===== src/rtl/regfile_op_sequencer_pkg.sv =====
// -----------------------------------------------------------------------------
// regfile_op_sequencer_pkg
// Shared definitions for the register-file operation sequencer:
//   - op-code constants (OP_MOV, OP_ADD, OP_SUB, OP_LDI)
//   - FSM state encoding (IDLE, READ, EXEC, WRITE)
//   - default datapath width (matches the 2 x 8-bit register file)
// -----------------------------------------------------------------------------
package regfile_op_sequencer_pkg;

    localparam int DATA_W_DEF = 8;

    localparam logic [1:0] OP_MOV = 2'd0;
    localparam logic [1:0] OP_ADD = 2'd1;
    localparam logic [1:0] OP_SUB = 2'd2;
    localparam logic [1:0] OP_LDI = 2'd3;

    typedef enum logic [1:0] {
        IDLE  = 2'd0,
        READ  = 2'd1,
        EXEC  = 2'd2,
        WRITE = 2'd3
    } state_t;

endpackage


===== src/rtl/regfile_op_sequencer_alu.sv =====
// -----------------------------------------------------------------------------
// regfile_op_alu
// Combinational execute unit for the register-file operation sequencer.
// Produces a (DATA_W+1)-bit result: bits [DATA_W-1:0] are the value to write
// back, bit DATA_W is the carry (ADD) / borrow (SUB) flag, 0 for MOV and LDI.
//
// Optional build macro: SAT_ARITH_EN
//   defined   -> ADD clamps to all-ones on carry, SUB clamps to 0 on borrow
//   undefined -> ADD and SUB wrap modulo 2^DATA_W
//   The flag always reports the raw carry/borrow.
//
// Ports:
//   op_code  in   2         operation (OP_MOV/OP_ADD/OP_SUB/OP_LDI)
//   opa      in   DATA_W    first operand (register read 1)
//   opb      in   DATA_W    second operand (register read 2)
//   imm      in   DATA_W    immediate for LDI
//   result   out  DATA_W+1  {flag, value}
// -----------------------------------------------------------------------------
module regfile_op_alu
    import regfile_op_sequencer_pkg::*;
#(
    parameter int DATA_W = DATA_W_DEF
) (
    input  logic [1:0]        op_code,
    input  logic [DATA_W-1:0] opa,
    input  logic [DATA_W-1:0] opb,
    input  logic [DATA_W-1:0] imm,
    output logic [DATA_W:0]   result
);

`ifdef SAT_ARITH_EN
    // Replace the value with clamp_val when the extension bit (carry for
    // ADD, borrow for SUB) is set; the flag bit itself is kept.
    function automatic logic [DATA_W:0] saturate(input logic [DATA_W:0]   ext,
                                                 input logic [DATA_W-1:0] clamp_val);
        return ext[DATA_W] ? {1'b1, clamp_val} : ext;
    endfunction
`endif

    logic [DATA_W:0] sum_ext;
    logic [DATA_W:0] diff_ext;

    // Zero-extended subtraction: bit DATA_W is set exactly when opa < opb.
    assign sum_ext  = {1'b0, opa} + {1'b0, opb};
    assign diff_ext = {1'b0, opa} - {1'b0, opb};

    always_comb begin
        result = '0;
        case (op_code)
            OP_MOV: result = {1'b0, opa};
`ifdef SAT_ARITH_EN
            OP_ADD: result = saturate(sum_ext, {DATA_W{1'b1}});
            OP_SUB: result = saturate(diff_ext, {DATA_W{1'b0}});
`else
            OP_ADD: result = sum_ext;
            OP_SUB: result = diff_ext;
`endif
            default: result = {1'b0, imm};
        endcase
    end

endmodule


===== src/rtl/regfile_op_sequencer.sv =====
// -----------------------------------------------------------------------------
// regfile_op_sequencer
// Multi-cycle controller that accepts register-to-register operations over a
// valid/ready handshake and sequences them onto a 2-entry register file:
// accept (IDLE) -> READ -> EXEC -> WRITE. One op per 4 cycles; the write
// strobe and the done pulse occur 3 cycles after the accept cycle.
// This block is the sole master of the register file and drives its reset.
//
// Optional build macro: SAT_ARITH_EN (saturating ADD/SUB, see regfile_op_alu).
//
// Ports:
//   clock, reset              system clock, synchronous active-high reset
//   op_valid / op_ready       request handshake
//   op_code/src1/src2/dst/imm operation fields, sampled on the accept cycle
//   rf_read_register1/2       register-file read addresses
//   rf_read_data1/2           register-file read data (combinational)
//   rf_write_enable/register/data  register-file write port
//   rf_reset                  register-file reset (reloads 2 / 4)
//   done_valid/data/flag      one-cycle completion pulse with written value
//   op_count                  saturating completed-operation counter
// -----------------------------------------------------------------------------
module regfile_op_sequencer
    import regfile_op_sequencer_pkg::*;
#(
    parameter int DATA_W = DATA_W_DEF,
    parameter int CNT_W  = 16
) (
    input  logic              clock,
    input  logic              reset,
    input  logic              op_valid,
    output logic              op_ready,
    input  logic [1:0]        op_code,
    input  logic              op_src1,
    input  logic              op_src2,
    input  logic              op_dst,
    input  logic [DATA_W-1:0] op_imm,
    output logic              rf_read_register1,
    output logic              rf_read_register2,
    input  logic [DATA_W-1:0] rf_read_data1,
    input  logic [DATA_W-1:0] rf_read_data2,
    output logic              rf_write_enable,
    output logic              rf_write_register,
    output logic [DATA_W-1:0] rf_write_data,
    output logic              rf_reset,
    output logic              done_valid,
    output logic [DATA_W-1:0] done_data,
    output logic              done_flag,
    output logic [CNT_W-1:0]  op_count
);

    state_t            state;
    logic              vld_p2;

    logic [1:0]        op_code_p0;
    logic              src1_p0;
    logic              src2_p0;
    logic              dst_p0;
    logic [DATA_W-1:0] imm_p0;

    logic [DATA_W-1:0] opa_p1;
    logic [DATA_W-1:0] opb_p1;

    logic [DATA_W:0]   alu_result;
    logic [DATA_W:0]   result_p2;

    // The register file gives write priority over its reset, so the write
    // strobe must be suppressed while reset is high or an in-flight op
    // would survive the reset.
    assign rf_reset          = reset;
    assign op_ready          = (state == IDLE) && !reset;
    assign rf_read_register1 = (state == READ) && !reset ? src1_p0 : 1'b0;
    assign rf_read_register2 = (state == READ) && !reset ? src2_p0 : 1'b0;
    assign rf_write_enable   = (state == WRITE) && !reset;
    assign rf_write_register = rf_write_enable ? dst_p0 : 1'b0;
    assign rf_write_data     = result_p2[DATA_W-1:0];

    assign done_valid = vld_p2 && !reset;
    assign done_data  = result_p2[DATA_W-1:0];
    assign done_flag  = result_p2[DATA_W];

    regfile_op_alu #(
        .DATA_W (DATA_W)
    ) u_alu (
        .op_code (op_code_p0),
        .opa     (opa_p1),
        .opb     (opb_p1),
        .imm     (imm_p0),
        .result  (alu_result)
    );

    // FSM, done pulse, result register and counter.
    always_ff @(posedge clock) begin
        if (reset) begin
            state     <= IDLE;
            vld_p2    <= 1'b0;
            result_p2 <= '0;
            op_count  <= '0;
        end else begin
            vld_p2 <= 1'b0;
            case (state)
                IDLE: begin
                    if (op_valid) state <= READ;
                end
                READ: begin
                    state <= EXEC;
                end
                EXEC: begin
                    state     <= WRITE;
                    vld_p2    <= 1'b1;
                    result_p2 <= alu_result;
                    if (op_count != {CNT_W{1'b1}}) op_count <= op_count + CNT_W'(1);
                end
                default: begin
                    state <= IDLE;
                end
            endcase
        end
    end

    // ---- accept stage (p0): latch the request fields ----
    always_ff @(posedge clock) begin
        if (state == IDLE && op_valid) begin
            op_code_p0 <= op_code;
            src1_p0    <= op_src1;
            src2_p0    <= op_src2;
            dst_p0     <= op_dst;
            imm_p0     <= op_imm;
        end
    end

    // ---- read stage (p1): capture register-file operands ----
    always_ff @(posedge clock) begin
        if (state == READ) begin
            opa_p1 <= rf_read_data1;
            opb_p1 <= rf_read_data2;
        end
    end

endmodule


===== config.mk =====
export PLATFORM = sky130hd
export DESIGN_NAME = regfile_op_sequencer
export DESIGN_NICKNAME = d
export VERILOG_FILES = /design/src/rtl/regfile_op_sequencer_pkg.sv /design/src/rtl/regfile_op_sequencer_alu.sv /design/src/rtl/regfile_op_sequencer.sv
export SDC_FILE = /design/constraint.sdc
export NUM_CORES = 1
export LEC_CHECK = 0
export ABC_AREA = 0
export ABC_CLOCK_PERIOD_IN_PS = 2700
export BUFFER_PORTS_ARGS = -buffer_cell sky130_fd_sc_hd__buf_4
export CELL_PAD_IN_SITES_DETAIL_PLACEMENT = 1
export CELL_PAD_IN_SITES_GLOBAL_PLACEMENT = 2
export CORE_UTILIZATION = 33
export CTS_CLUSTER_DIAMETER = 100
export DETAILED_ROUTE_END_ITERATION = 12
export MAX_ROUTING_LAYER = met4
export PLACE_DENSITY_LB_ADDON = 0.12
export SYNTH_ARGS = -nofsm -noshare
export SYNTH_HDL_FRONTEND = slang
export SYNTH_SLANG_ARGS = --single-unit

===== constraint.sdc =====
create_clock -name clock -period 2.7 [get_ports clock]
set_input_delay 0.54 -clock clock [delete_from_list [all_inputs] [get_ports clock]]
set_output_delay 0.54 -clock clock [all_outputs]
set_load 0.005 [all_outputs]

* After elaboration in Yosys (flattened, before gate mapping)
Index checks and enable logic that the tools add are counted.
** Storage, ports and cells
- Register bits :: 57
- Bits of input ports :: 32
- Word-level logic and storage cells :: 37
** Cells by class
- Add/subtract/negate cells :: 3
- Eq/ne operators :: 7
- Mux-type cells :: 7
- Reductions and logical operators :: 9
** Operators by type and width (number)
- $pmux 9 s3 :: 1
- $add 16x1->16 const B :: 1
- $ne 16x16->1 const B :: 1
- $add 8x8->9 :: 1
- $sub 8x8->9 :: 1
- $eq 2x2->1 const B :: 3
- $pmux 2 s3 :: 1
- $logic_and 1x1->1 :: 5
- $eq 2x1->1 const B :: 2
- $logic_not 2->1 :: 2
- $mux 1 :: 4
- $mux 2 :: 1
- $ne 2x2->1 const B :: 1
- $reduce_and 2->1 :: 1
- $logic_not 1->1 :: 1

* Depth between registers and ports, before layout
- Depth after elaboration :: 3
- Depth in mapped cells :: 11

* Cells and area by module
A second synthesis with hierarchy kept.
** Unflattened totals
- Cell total of the unflattened synthesis :: 300
- Area total of the unflattened synthesis :: 3042.9 um^2
** By module, submodules not included
- regfile_op_sequencer :: instances 1, cells each 188, area each 2308.5 um^2, sequential area each 1431.4 um^2
- regfile_op_alu :: instances 1, cells each 112, area each 734.5 um^2, sequential area each 0.0 um^2

* Worst setup path before layout
No wires, ideal clock.
- Kind :: flip-flop to flip-flop
- From :: register opb_p1[2]
- To :: register result_p2[7]
- Setup time :: 0.131 ns
- Data arrival time :: 2.393 ns
- Data required time :: 2.569 ns
- Slack :: 0.176 ns
- Cell stages (with the launch flop) :: 11
- Path buffers :: 0
- Period minus slack after synthesis :: 2.524 ns
- Cells stage by stage :: edfxtp_1 > or3_1 > nor3_1 > nor2_1 > xnor2_1 > ha_1 > a21oi_1 > a21boi_0 > or4_1 > a31oi_1 > nor3_1
** Between the ends
- Cells in the longest elaborated chain, start to end :: 2
** RTL lines
- from (decl) :: RTL line regfile_op_sequencer.sv:61 : logic [DATA_W-1:0] opb_p1;
- from (signal assigned) :: RTL line regfile_op_sequencer.sv:135 : opb_p1 <= rf_read_data2;
- $sub 8x8->9 or $add 8x8->9 (tied branches) :: RTL line regfile_op_sequencer_alu.sv:45, regfile_op_sequencer_alu.sv:44
- $pmux 9 s3 (*) :: RTL line regfile_op_sequencer_alu.sv:49 : case (op_code)
- to (signal assigned) :: RTL line regfile_op_sequencer.sv:110 : result_p2 <= alu_result;
- to (decl) :: RTL line regfile_op_sequencer.sv:64 : logic [DATA_W:0] result_p2;
Mark *: on every way between the ends. The rest lies on a longest branch, timed or not.
A chain may end at the register's enable or synchronous reset.

* Worst setup path in the final report
Ends and elaborated chain as after synthesis.

==> summary.md <==
| Metric | Value |
|---|---|
| Drt wl/cell | `about 16 um` |
| Syn nets | `roughly 330` |
| Clk sinks | `57` |
| H-Tree Depth | `3` |
| Final setup viols | `0` |
| Core Area | `between 8000 and 9000 sq um` |
| DRT antenna net count | `0` |
| Initial antenna violation count | `0` |
| Cts bufs inserted | `9` |
| Worst hold path type | `in -> reg` |
| Mapped Area | `2990 sq um` |
| Slowest-stage cell, CP | `or3_4` |
| Starting density of the core | `34.1%` |
| WHS | `0.376 ns` |
| Top-level I/O count | `72` |
| CP cell instances | `or3_4 -> nor3_4 -> nor2_1 -> xnor2_1 -> ha_1 -> a21oi_2 -> a21boi_2 -> or4_1 -> a31oi_1 -> nor3_1` |
| Setup crit start kind | `register` |
| Post-placement cell count | `around 450` |
| Clk_lat worst skew | `0.34 ns` |
| Final Hold Viols | `0` |
| Grt ovf | `0` |
| Global-route usage over all layers | `roughly 17%` |
| Status | `completed` |
| DRC Markers | `0` |
| Die area | `between 9000 and 10000 sq um` |
| Die width | `~100 um` |
| Synth Flop Type | `edfxtp_1` |
| Fin area | `roughly 3800 sq um` |
| Yosys cell types | `between 50 and 60` |
| Critical Path RT | `2.90 ns` |
| Port-buffer cells | `71` |
| Mean Syn Cell Area | `approximately 11 sq um` |
| Worst relative slew slack | `~56%` |
| Chip height | `around 97 um` |
| PwrDens | `936 nW/um^2` |
| Syn Inst Count | `~280` |
| Global-route wire length before repair | `approximately 12 mm` |
| Max-Cap Viols | `0` |
| RSZ-0062 raised after global routing | `yes` |
| DP HPWL | `5.54 mm` |
| Setup Skew | `between 0.009 and 0.01 ns` |
| Std cell rows | `34` |
| ANT cells | `0` |
| Final net count | `slightly above 400` |
| Area Growth Syn to Fin | `28.2%` |
| Most frequent cells in the layout | `buf_4, edfxtp_1, nor2_1, dfxtp_1` |
| Placed inst area | `~3600 sq um` |
| Top Layer Used | `met4` |
| Worst Setup Path Type | `reg -> reg` |
| Met1 Wirelength | `3.55 mm` |
| F_max | `0.377 GHz` |
| #FFs+latches synth | `57` |
| LEAKAGE | `about 1.6 nW` |
| Vias in the first global route | `around 2500` |
| Final Instance Count excl. Fillers | `between 400 and 500` |
| Seq/Total Area, Yosys | `between 40% and 50%` |
| DRT Pass-1 Iters | `4` |
| Maximum clock path buffer count | `2` |
| Worst VDD drop | `between 300 and 400 uV` |
| Slew @ Worst Pin | `around 0.66 ns` |
| Total number of vias | `2349` |
| Min cycle time layout | `about 2.7 ns` |
| Most area-consuming cells after synthesis | `edfxtp_1, dfxtp_1, ha_1` |
| WL met2 | `3.40 mm` |
| Crit-path max FO | `6` |
| CTS tree | `done` |
| Via/cell ratio | `just over 5` |
| Final Cycle Share | `between 90% and 100%` |
| Most common cell after layout, fill and taps aside | `buf_4` |
| Gp weighted congestion | `roughly 0.81` |
| DRT iter0 DRCs | `just over 60` |
| Routed wl met3 | `about 380 um` |
| CP endpoint kind | `register` |
| Root Driver | `clkbuf_8` |
| EDFF count, synth | `29` |
| Share of layout cells above drive strength 1 | `between 30% and 40%` |
| Final wirelength | `approximately 7.4 mm` |
| Worst-path clk slew | `about 0.070 ns` |
| Final slew viol count | `0` |
| Synth Warn # | `0` |
| Critical Path Max Stage Delay | `between 0.4 and 0.5 ns` |
| Largest net degree at the start of global routing | `37` |
| Core Util, Final | `43.7%` |
| Top cell type's share of synthesized area | `between 20% and 30%` |
| Post-synthesis async set-or-reset flop share | `0%` |
| Data arrival, critical path | `roughly 2.9 ns` |
| Yosys top cell by area | `edfxtp_1` |
==> Yosys cell counts (all sizes together), types with 8 or more instances <==
cell type,instances
xnor2,13
a21oi,16
nand3,8
ha,17
buf,11
inv,16
clkbuf,8
nor2,28
dfxtp,28
nor3,13
edfxtp,29
nand2,14
==> sequential cells by signal, summed over array words and instances (netlist names) <==
signal      count
src2_p0         1
imm_p0          8
op_count       16
opa_p1          8
state           2
result_p2       9
src1_p0         1
dst_p0          1
opb_p1          8
op_code_p0      2
vld_p2          1
==> through the flow <==
step	TNS (ns)	setup WS, ns	power (mW)
final	0	0.0477	3.58
after global placement	0	0.0707	2.69
after CTS	0	0.0187	3.58
after detailed placement	-0.0223	-0.0223	2.72
after floorplan	0	0.176	2.26
after global routing	-0.132	-0.0971	3.84
==> area by class of cell <==
| type | instances | area (sq um) |
|---|---|---|
| clock buffer | 12 | 156 |
| inverter | 16 | 60.1 |
| sequential | 57 | 1430 |
| multi-input combinational | 191 | 1410 |
| clock inverter | 4 | 48.8 |
| timing repair buffer | 78 | 586 |
| tap | 108 | 135 |
| fill | 997 | 4930 |
==> critical path, delay by kind of cell, from the launching register on <==
family,cells,cell delay [ns]
AO/OA/AOI/OAI,3,0.48
XOR/XNOR,1,0.14
adder cells (fa/ha/maj),1,0.38
flip-flops,1,0.39
AND/OR/NAND/NOR,5,1.14
==> worst paths after layout <==
path / startpoint / slack [ns] / cells after the start / to
max reg2reg: opb_p1[2] / 0.05 / 10 / result_p2[7]
min: op_src1 / 0.38 / 1 / src1_p0
min reg2reg: result_p2[8] / 0.48 / 2 / result_p2[8]
max: opb_p1[2] / 0.05 / 10 / result_p2[7]
==> power breakdown <==
group          switching [mW]  total [mW]  internal, mW
combinational           0.783        1.47         0.688
clock                   0.357       0.840         0.482
sequential              0.132        1.27          1.14
==> layer usage <==
layer | global-route usage [%] | up-vias
li1 | - | 1148
met1 | 21.7 | 1127
met2 | 25.9 | 68
met3 | 4.60 | 6
met4 | 5.63 | 0
met5 | - | -
==> cell families (layout without fill, tap and decap cells) <==
group                      after synthesis  after routing  share of synthesized area, %
and+or+nand+nor                         98             98                          19.1
DFF                                     57             57                          47.9
AOI/OAI and AO/OA                       49             49                          11.4
buffers and inverters                   35            110                          5.90
xor gates and xnor gates                19             19                          5.57
adders and majority gates               18             18                          7.79
muxes                                    7              7                          2.39
==> what timing repair did <==
action	in CTS	in global routing
hold buffers	0	0
setup buffers	0	2
endpoints found under the setup margin	1	3
pin swaps	0	8
resized for setup	1	8
Power figures use the tool's default switching activity.
